--- src/rtl/vga_pattern_gen_if.sv ---
`default_nettype none
// +---------------------------------------------------------------------------+
// | Module   : vga_pattern_gen_if                                             |
// | Brief    : Start/pattern-select and write-data bundle of vga_pattern_gen. |
// | Revision : 1.0                                                            |
// +---------------------------------------------------------------------------+
interface vga_pattern_gen_if #(
  parameter int DATA_W = 16
);
  logic              start_i;
  logic [1:0]        mode_i;
  logic [15:0]       color_i;
  logic              wr_en;
  logic              data_en;
  logic [DATA_W-1:0] dout;
  logic              busy_o;
  logic              frame_done_o;

  // master: the arbiter side requesting frames; slave: the generator
  modport master (
    output start_i, mode_i, color_i, wr_en,
    input  data_en, dout, busy_o, frame_done_o
  );

  modport slave (
    input  start_i, mode_i, color_i, wr_en,
    output data_en, dout, busy_o, frame_done_o
  );
endinterface
`default_nettype wire

--- src/rtl/vga_pattern_gen.sv ---
`default_nettype none
// +---------------------------------------------------------------------------+
// | Module   : vga_pattern_gen                                                |
// | Brief    : Raster-order RGB565 frame writer with four test patterns.      |
// |            Define VGA_PATTERN_SCROLL_EN to scroll patterns one pixel/frame.|
// | Revision : 1.0                                                            |
// +---------------------------------------------------------------------------+
module vga_pattern_gen #(
  parameter int H_ACTIVE  = 1024,
  parameter int V_ACTIVE  = 768,
  parameter int DATA_W    = 16,
  parameter int CHK_SHIFT = 5
) (
  input  logic             clk,
  input  logic             rst_n,
  vga_pattern_gen_if.slave bus
);

  localparam int c_XW    = $clog2(H_ACTIVE);
  localparam int c_YW    = $clog2(V_ACTIVE);
  localparam int c_BAR_W = H_ACTIVE / 8;
  localparam int c_BW    = $clog2(c_BAR_W);

  localparam logic [c_XW-1:0] c_X_LAST   = c_XW'(H_ACTIVE - 1);
  localparam logic [c_YW-1:0] c_Y_LAST   = c_YW'(V_ACTIVE - 1);
  localparam logic [c_BW-1:0] c_BAR_LAST = c_BW'(c_BAR_W - 1);

  typedef enum logic [1:0] {
    S_IDLE = 2'd0,
    S_RUN  = 2'd1,
    S_DONE = 2'd2
  } state_t;

  state_t            r_state, w_state_nxt;
  logic [c_XW-1:0]   r_x, w_x_nxt;
  logic [c_YW-1:0]   r_y, w_y_nxt;
  logic [2:0]        r_bar_idx, w_bar_idx_nxt;
  logic [c_BW-1:0]   r_bar_off, w_bar_off_nxt;
  logic [1:0]        r_mode, w_mode_nxt;
  logic [15:0]       r_color, w_color_nxt;
  logic              r_data_en, w_data_en_nxt;
  logic [DATA_W-1:0] r_dout, w_dout_nxt;
  logic              r_frame_done, w_frame_done_nxt;

  logic [c_XW-1:0]   w_xe;
  logic [c_XW-1:0]   w_pre_x;
  logic [2:0]        w_pre_idx;
  logic [c_BW-1:0]   w_pre_off;
  logic [5:0]        w_ramp_v;
  logic [15:0]       w_bar_rgb;
  logic [15:0]       w_pix;
  logic              w_chk_x, w_chk_y;

`ifdef VGA_PATTERN_SCROLL_EN
  // Scroll offset is kept as a running (x, bar index, bar offset) triple so
  // that frame_cnt mod H_ACTIVE never needs a divider.
  logic [7:0]        r_frame_cnt, w_frame_cnt_nxt;
  logic [c_XW-1:0]   r_sc_x, w_sc_x_nxt;
  logic [2:0]        r_sc_idx, w_sc_idx_nxt;
  logic [c_BW-1:0]   r_sc_off, w_sc_off_nxt;
  logic [c_XW-1:0]   r_xe, w_xe_nxt;

  assign w_xe      = r_xe;
  assign w_pre_x   = r_sc_x;
  assign w_pre_idx = r_sc_idx;
  assign w_pre_off = r_sc_off;

  always_comb begin
    w_frame_cnt_nxt = r_frame_cnt;
    w_sc_x_nxt      = r_sc_x;
    w_sc_idx_nxt    = r_sc_idx;
    w_sc_off_nxt    = r_sc_off;
    if (r_state == S_DONE) begin
      w_frame_cnt_nxt = r_frame_cnt + 8'd1;
      if (r_frame_cnt == 8'hFF || r_sc_x == c_X_LAST) begin
        w_sc_x_nxt   = '0;
        w_sc_idx_nxt = '0;
        w_sc_off_nxt = '0;
      end else begin
        w_sc_x_nxt = r_sc_x + 1'b1;
        if (r_sc_off == c_BAR_LAST) begin
          w_sc_off_nxt = '0;
          w_sc_idx_nxt = r_sc_idx + 3'd1;
        end else begin
          w_sc_off_nxt = r_sc_off + 1'b1;
        end
      end
    end
  end

  always_ff @(posedge clk or negedge rst_n) begin
    if (!rst_n) begin
      r_frame_cnt <= '0;
      r_sc_x      <= '0;
      r_sc_idx    <= '0;
      r_sc_off    <= '0;
      r_xe        <= '0;
    end else begin
      r_frame_cnt <= w_frame_cnt_nxt;
      r_sc_x      <= w_sc_x_nxt;
      r_sc_idx    <= w_sc_idx_nxt;
      r_sc_off    <= w_sc_off_nxt;
      r_xe        <= w_xe_nxt;
    end
  end
`else
  assign w_xe      = r_x;
  assign w_pre_x   = '0;
  assign w_pre_idx = '0;
  assign w_pre_off = '0;
`endif

  generate
    if (c_XW >= 6) begin : g_ramp_wide
      assign w_ramp_v = w_xe[c_XW-1 -: 6];
    end else begin : g_ramp_narrow
      assign w_ramp_v = {w_xe, {(6-c_XW){1'b0}}};
    end

    if (CHK_SHIFT < c_XW) begin : g_chk_x_in
      assign w_chk_x = w_xe[CHK_SHIFT];
    end else begin : g_chk_x_out
      assign w_chk_x = 1'b0;
    end

    if (CHK_SHIFT < c_YW) begin : g_chk_y_in
      assign w_chk_y = r_y[CHK_SHIFT];
    end else begin : g_chk_y_out
      assign w_chk_y = 1'b0;
    end
  endgenerate

  always_comb begin
    w_bar_rgb = 16'h0000;
    case (r_bar_idx)
      3'd0:    w_bar_rgb = 16'hFFFF;
      3'd1:    w_bar_rgb = 16'hFFE0;
      3'd2:    w_bar_rgb = 16'h07FF;
      3'd3:    w_bar_rgb = 16'h07E0;
      3'd4:    w_bar_rgb = 16'hF81F;
      3'd5:    w_bar_rgb = 16'hF800;
      3'd6:    w_bar_rgb = 16'h001F;
      default: w_bar_rgb = 16'h0000;
    endcase
  end

  always_comb begin
    w_pix = r_color;
    case (r_mode)
      2'd0:    w_pix = w_bar_rgb;
      2'd1:    w_pix = {w_ramp_v[5:1], w_ramp_v, w_ramp_v[5:1]};
      2'd2:    w_pix = (w_chk_x ^ w_chk_y) ? 16'hFFFF : 16'h0000;
      default: w_pix = r_color;
    endcase
  end

  always_comb begin
    w_state_nxt      = r_state;
    w_x_nxt          = r_x;
    w_y_nxt          = r_y;
    w_bar_idx_nxt    = r_bar_idx;
    w_bar_off_nxt    = r_bar_off;
    w_mode_nxt       = r_mode;
    w_color_nxt      = r_color;
    w_data_en_nxt    = 1'b0;
    w_dout_nxt       = r_dout;
    w_frame_done_nxt = 1'b0;
`ifdef VGA_PATTERN_SCROLL_EN
    w_xe_nxt         = r_xe;
`endif
    case (r_state)
      S_IDLE: begin
        // A start coinciding with the done pulse belongs to the old frame
        if (bus.start_i && !r_frame_done) begin
          w_mode_nxt    = bus.mode_i;
          w_color_nxt   = bus.color_i;
          w_x_nxt       = '0;
          w_y_nxt       = '0;
          w_bar_idx_nxt = w_pre_idx;
          w_bar_off_nxt = w_pre_off;
`ifdef VGA_PATTERN_SCROLL_EN
          w_xe_nxt      = w_pre_x;
`endif
          w_state_nxt   = S_RUN;
        end
      end
      S_RUN: begin
        if (bus.wr_en) begin
          w_data_en_nxt = 1'b1;
          w_dout_nxt    = DATA_W'(w_pix);
          if (r_x == c_X_LAST) begin
            w_x_nxt       = '0;
            w_y_nxt       = r_y + 1'b1;
            w_bar_idx_nxt = w_pre_idx;
            w_bar_off_nxt = w_pre_off;
`ifdef VGA_PATTERN_SCROLL_EN
            w_xe_nxt      = w_pre_x;
`endif
            if (r_y == c_Y_LAST) begin
              w_state_nxt = S_DONE;
            end
          end else begin
            w_x_nxt = r_x + 1'b1;
`ifdef VGA_PATTERN_SCROLL_EN
            w_xe_nxt = (r_xe == c_X_LAST) ? '0 : r_xe + 1'b1;
`endif
            if (w_xe == c_X_LAST) begin
              w_bar_idx_nxt = '0;
              w_bar_off_nxt = '0;
            end else if (r_bar_off == c_BAR_LAST) begin
              w_bar_idx_nxt = r_bar_idx + 3'd1;
              w_bar_off_nxt = '0;
            end else begin
              w_bar_off_nxt = r_bar_off + 1'b1;
            end
          end
        end
      end
      S_DONE: begin
        w_frame_done_nxt = 1'b1;
        w_state_nxt      = S_IDLE;
      end
      default: w_state_nxt = S_IDLE;
    endcase
  end

  always_ff @(posedge clk or negedge rst_n) begin
    if (!rst_n) begin
      r_state      <= S_IDLE;
      r_x          <= '0;
      r_y          <= '0;
      r_bar_idx    <= '0;
      r_bar_off    <= '0;
      r_mode       <= '0;
      r_color      <= '0;
      r_data_en    <= 1'b0;
      r_dout       <= '0;
      r_frame_done <= 1'b0;
    end else begin
      r_state      <= w_state_nxt;
      r_x          <= w_x_nxt;
      r_y          <= w_y_nxt;
      r_bar_idx    <= w_bar_idx_nxt;
      r_bar_off    <= w_bar_off_nxt;
      r_mode       <= w_mode_nxt;
      r_color      <= w_color_nxt;
      r_data_en    <= w_data_en_nxt;
      r_dout       <= w_dout_nxt;
      r_frame_done <= w_frame_done_nxt;
    end
  end

  assign bus.data_en      = r_data_en;
  assign bus.dout         = r_dout;
  assign bus.busy_o       = (r_state != S_IDLE);
  assign bus.frame_done_o = r_frame_done;

endmodule
`default_nettype wire
--- src/flat_wrapper.sv ---
// flat-port wrapper written by rule: the top's interface ports become plain ports
module vga_pattern_gen_flat 
#(
  parameter int H_ACTIVE  = 1024,
  parameter int V_ACTIVE  = 768,
  parameter int DATA_W    = 16,
  parameter int CHK_SHIFT = 5
)
  (clk, rst_n, bus_start_i, bus_mode_i, bus_color_i, bus_wr_en, bus_data_en, bus_dout, bus_busy_o, bus_frame_done_o);
  vga_pattern_gen_if #(.DATA_W(DATA_W)) bus_i ();
  input  logic clk;
  input  logic rst_n;
  input wire logic [$bits(bus_i.start_i)-1:0] bus_start_i;
  input wire logic [$bits(bus_i.mode_i)-1:0] bus_mode_i;
  input wire logic [$bits(bus_i.color_i)-1:0] bus_color_i;
  input wire logic [$bits(bus_i.wr_en)-1:0] bus_wr_en;
  output wire logic [$bits(bus_i.data_en)-1:0] bus_data_en;
  output wire logic [$bits(bus_i.dout)-1:0] bus_dout;
  output wire logic [$bits(bus_i.busy_o)-1:0] bus_busy_o;
  output wire logic [$bits(bus_i.frame_done_o)-1:0] bus_frame_done_o;
  assign bus_i.start_i = bus_start_i;
  assign bus_i.mode_i = bus_mode_i;
  assign bus_i.color_i = bus_color_i;
  assign bus_i.wr_en = bus_wr_en;
  assign bus_data_en = bus_i.data_en;
  assign bus_dout = bus_i.dout;
  assign bus_busy_o = bus_i.busy_o;
  assign bus_frame_done_o = bus_i.frame_done_o;
  vga_pattern_gen #(.H_ACTIVE(H_ACTIVE), .V_ACTIVE(V_ACTIVE), .DATA_W(DATA_W), .CHK_SHIFT(CHK_SHIFT)) u_core (.clk(clk), .rst_n(rst_n), .bus(bus_i));
endmodule
--- config.mk ---
export PLATFORM = sky130hd
export DESIGN_NAME = vga_pattern_gen_flat
export DESIGN_NICKNAME = d
export VERILOG_FILES = /design/src/rtl/vga_pattern_gen_if.sv /design/src/rtl/vga_pattern_gen.sv /design/src/flat_wrapper.sv
export SDC_FILE = /design/constraint.sdc
export NUM_CORES = 1
export LEC_CHECK = 0
export BUFFER_PORTS_ARGS = -buffer_cell sky130_fd_sc_hd__buf_2
export CORE_ASPECT_RATIO = 1.4
export CORE_UTILIZATION = 57
export CTS_CLUSTER_SIZE = 20
export DETAILED_ROUTE_END_ITERATION = 10
export PLACE_DENSITY = 0.79
export RECOVER_POWER = 100
export REMOVE_ABC_BUFFERS = 1
export SLEW_MARGIN = 20
export SYNTH_ARGS = -nofsm -noshare
export SYNTH_HDL_FRONTEND = slang
export SYNTH_SLANG_ARGS = --single-unit
--- constraint.sdc ---
create_clock -name clk -period 2.6 [get_ports clk]
set_input_delay 0.52 -clock clk [delete_from_list [all_inputs] [get_ports clk]]
set_output_delay 0.52 -clock clk [all_outputs]
set_load 0.005 [all_outputs]
==> flow_summary.json <==
{
  "grt_pass1_vias": 2704,
  "ys_seq_area_share_pct": 51.87,
  "hp-class": "primary input to flop",
  "cts_buffers": 9,
  "htreeDepth": 3,
  "power.leakage_nw": 1.664,
  "peakVddDrop_v": 0.0003626,
  "layout_common_cells": "nand2_1, dfrtp_1, buf_2, a21oi_1, o21ai_0",
  "final_common_cell": "nand2_1",
  "vias": 2784,
  "routed_via_density": 5.898,
  "start_kind": "flop",
  "dp_slack_ns": 0.4060,
  "track_usage_pct": 27.66,
  "die_w_um": 66.12,
  "die-height_um": 91.77,
  "fin_setup_tns_ns": 0,
  "initial_core_util_pct": 59.37,
  "ff2ff_path_depth": 6,
  "antenna_cells": 0,
  "dr.first_iter.drc_count": 220,
  "syn2layout_area_growth_pct": 15.14,
  "timing.rr.start": "u_core.r_state[1]",
  "grt_first_pass_wirelength_um": 12630,
  "relSlewSlack_pct": 12.44,
  "drcViolationCount": 0,
  "yosys_warnings": 0,
  "ctsHoldBuffers": 0,
  "synthCells": 356,
  "worstPathMaxFanout": 24,
  "yosys.cell_types.count": 44,
  "cap_violations": 0,
  "clkLatencyLatePin_ns": 0.34,
  "worstPathRequired_ns": 2.86,
  "synth-edff-count": 0,
  "hold_end": "u_core.r_color[8]",
  "wl_um": 7583,
  "finalHoldViolations": 0,
  "hp-start": "bus_color_i[8]",
  "crit_path_end_kind": "flop",
  "ys_ff_latch": 68,
  "nFillCells": 455,
  "fp.dieArea_um2": 6067,
  "clock-sinks": 68,
  "rsz0062_at_grt": "false",
  "hold_slack_ns": 0.3641,
  "utilization_pct": 68.37,
  "setup_viol": 0,
  "fin_crit_ns": 2.197,
  "antenna_found_initial": 0,
  "powerDensity_nw_per_um2": 726.0,
  "max_slew.worst_pin.slew_ns": 1.313,
  "synth_area_um2": 3281,
  "ctsRootBufferMaster": "clkbuf_8",
  "post_drt_wl_per_cell_um": 16.07,
  "io_pins": 41,
  "globalplace.congestion": 0.8332,
  "grt_max_degree": 47,
  "hold_depth": 3,
  "finalCritPeriodShare_pct": 84.51,
  "r2r_end": "u_core.r_bar_off[4]",
  "cts_tree": "yes",
  "ys.flop_type": "dfrtp_1",
  "clock_path_buffers": 2,
  "fin_skew_ns": 0.007346,
  "ctsResizeCount": 0,
  "core-area_um2": 5525,
  "rows": 32,
  "gr-total-overflow": 0,
  "drive_gt1_share_pct": 15.10,
  "slew_violations": 0,
  "synthTopCellsByArea": "dfrtp_1, nand2_1, a21oi_1, o21ai_0, or3_1",
  "r2r_slack_ns": 0.40,
  "fmax_mhz": 455.1,
  "yosys.area.top_type": "dfrtp_1",
  "worst_ep_arrival_time_ns": 2.46,
  "synthArstFlopShare_pct": 100.0,
  "crit_type": "flop to flop",
  "avgSynthCellArea_um2": 9.215,
  "worst_slack_ns": 0.4027,
  "final_antenna_net_count": 0,
  "fin_nets": 429,
  "post-dp-hpwl_um": 5113,
  "postCtsSetupBuffers": 0,
  "port_buffers": 40,
  "dr.pass1.iters": 4,
  "status": "finished, final reports clean",
  "path_clk_slew_ns": 0.08,
  "synth.top_cell.area_share_pct": 51.87
}
-- metal layers --
metal,global-route usage (%),up-vias,wire length (µm)
met4,12.41,0,118
met2,45.83,86,3999
li1,-,1346,-
met5,0,-,0
met3,4.726,12,361
met1,34.78,1340,3103
-- report_power, final --
group	switching [mW]	total (mW)	internal [mW]
registers	0.157	1.36	1.21
clock network	0.404	0.970	0.566
logic	0.228	0.410	0.182
-- flip-flops by register name, summed over array words and instances, names as in the netlist --
register                 flops
u_core.bus.data_en           1
u_core.bus.dout             16
u_core.bus.frame_done_o      1
u_core.r_bar_idx             3
u_core.r_bar_off             7
u_core.r_color              16
u_core.r_mode                2
u_core.r_state               2
u_core.r_x                  10
u_core.r_y                  10
-- how the worst max path moves through the flow --
stage	from	endpoint	slack [ns]	cells after the start
CTS	u_core.r_state[0]	u_core.r_x[6]	0.45	4
global route	u_core.r_state[1]	u_core.r_bar_off[4]	0.24	6
global placement	bus_start_i	u_core.r_x[6]	0.45	5
floorplan	bus_start_i	u_core.r_bar_off[3]	0.06	4
finish	u_core.r_state[1]	u_core.r_bar_off[4]	0.40	6
detailed placement	bus_start_i	u_core.r_bar_off[6]	0.41	5
-- cells in the mapped netlist (all sizes together), types with 4 or more instances --
library cell,number
nand3,14
dfrtp,68
inv,7
ha,8
nand2,80
nor2,16
or3,20
xor2,4
nor3,6
or4,4
nor4,4
a21oi,30
o21ai,28
o211ai,4
clkbuf,14
-- metrics by stage --
step	cell area (µm²)	total power, mW	std cells
6_report	3777	2.742	472
5_1_grt	3777	2.885	472
4_1_cts	3802	2.756	472
3_5_place_dp	3578	1.791	456
3_3_place_gp	3578	1.773	456
2_1_floorplan	3212	1.608	340
-- worst max-delay path, cell delays in order, from the launching register on --
cell and delay [ns]:
dfrtp_1 0.45, nand3b_1 0.24, inv_1 0.11, clkbuf_1 0.76, o2111ai_1 0.25, xor2_1 0.19, nor2_1 0.11
-- logic make-up after synthesis --
| family | synth area share [%] |
|---|---|
| and+or+nand+nor | 24.37 |
| AOI/OAI and AO/OA | 15.64 |
| DFF | 51.87 |
| buffers and inverters | 2.899 |
| adders and majority gates | 3.051 |
| xor gates and xnor gates | 1.869 |
| muxes | 0.3051 |
-- area by class of cell --
type                       instances  area, µm²  share of cell area [%]
clock buffer                      10      137.6                   3.644
clock inverter                     6      86.33                   2.286
multi-input combinational        265       1489                   39.42
tap                               68      85.08                   2.252
inverter                           7      26.28                  0.6956
timing repair buffer              48      251.5                   6.658
sequential                        68       1702                   45.05
(Power assumes the default switching activity.)
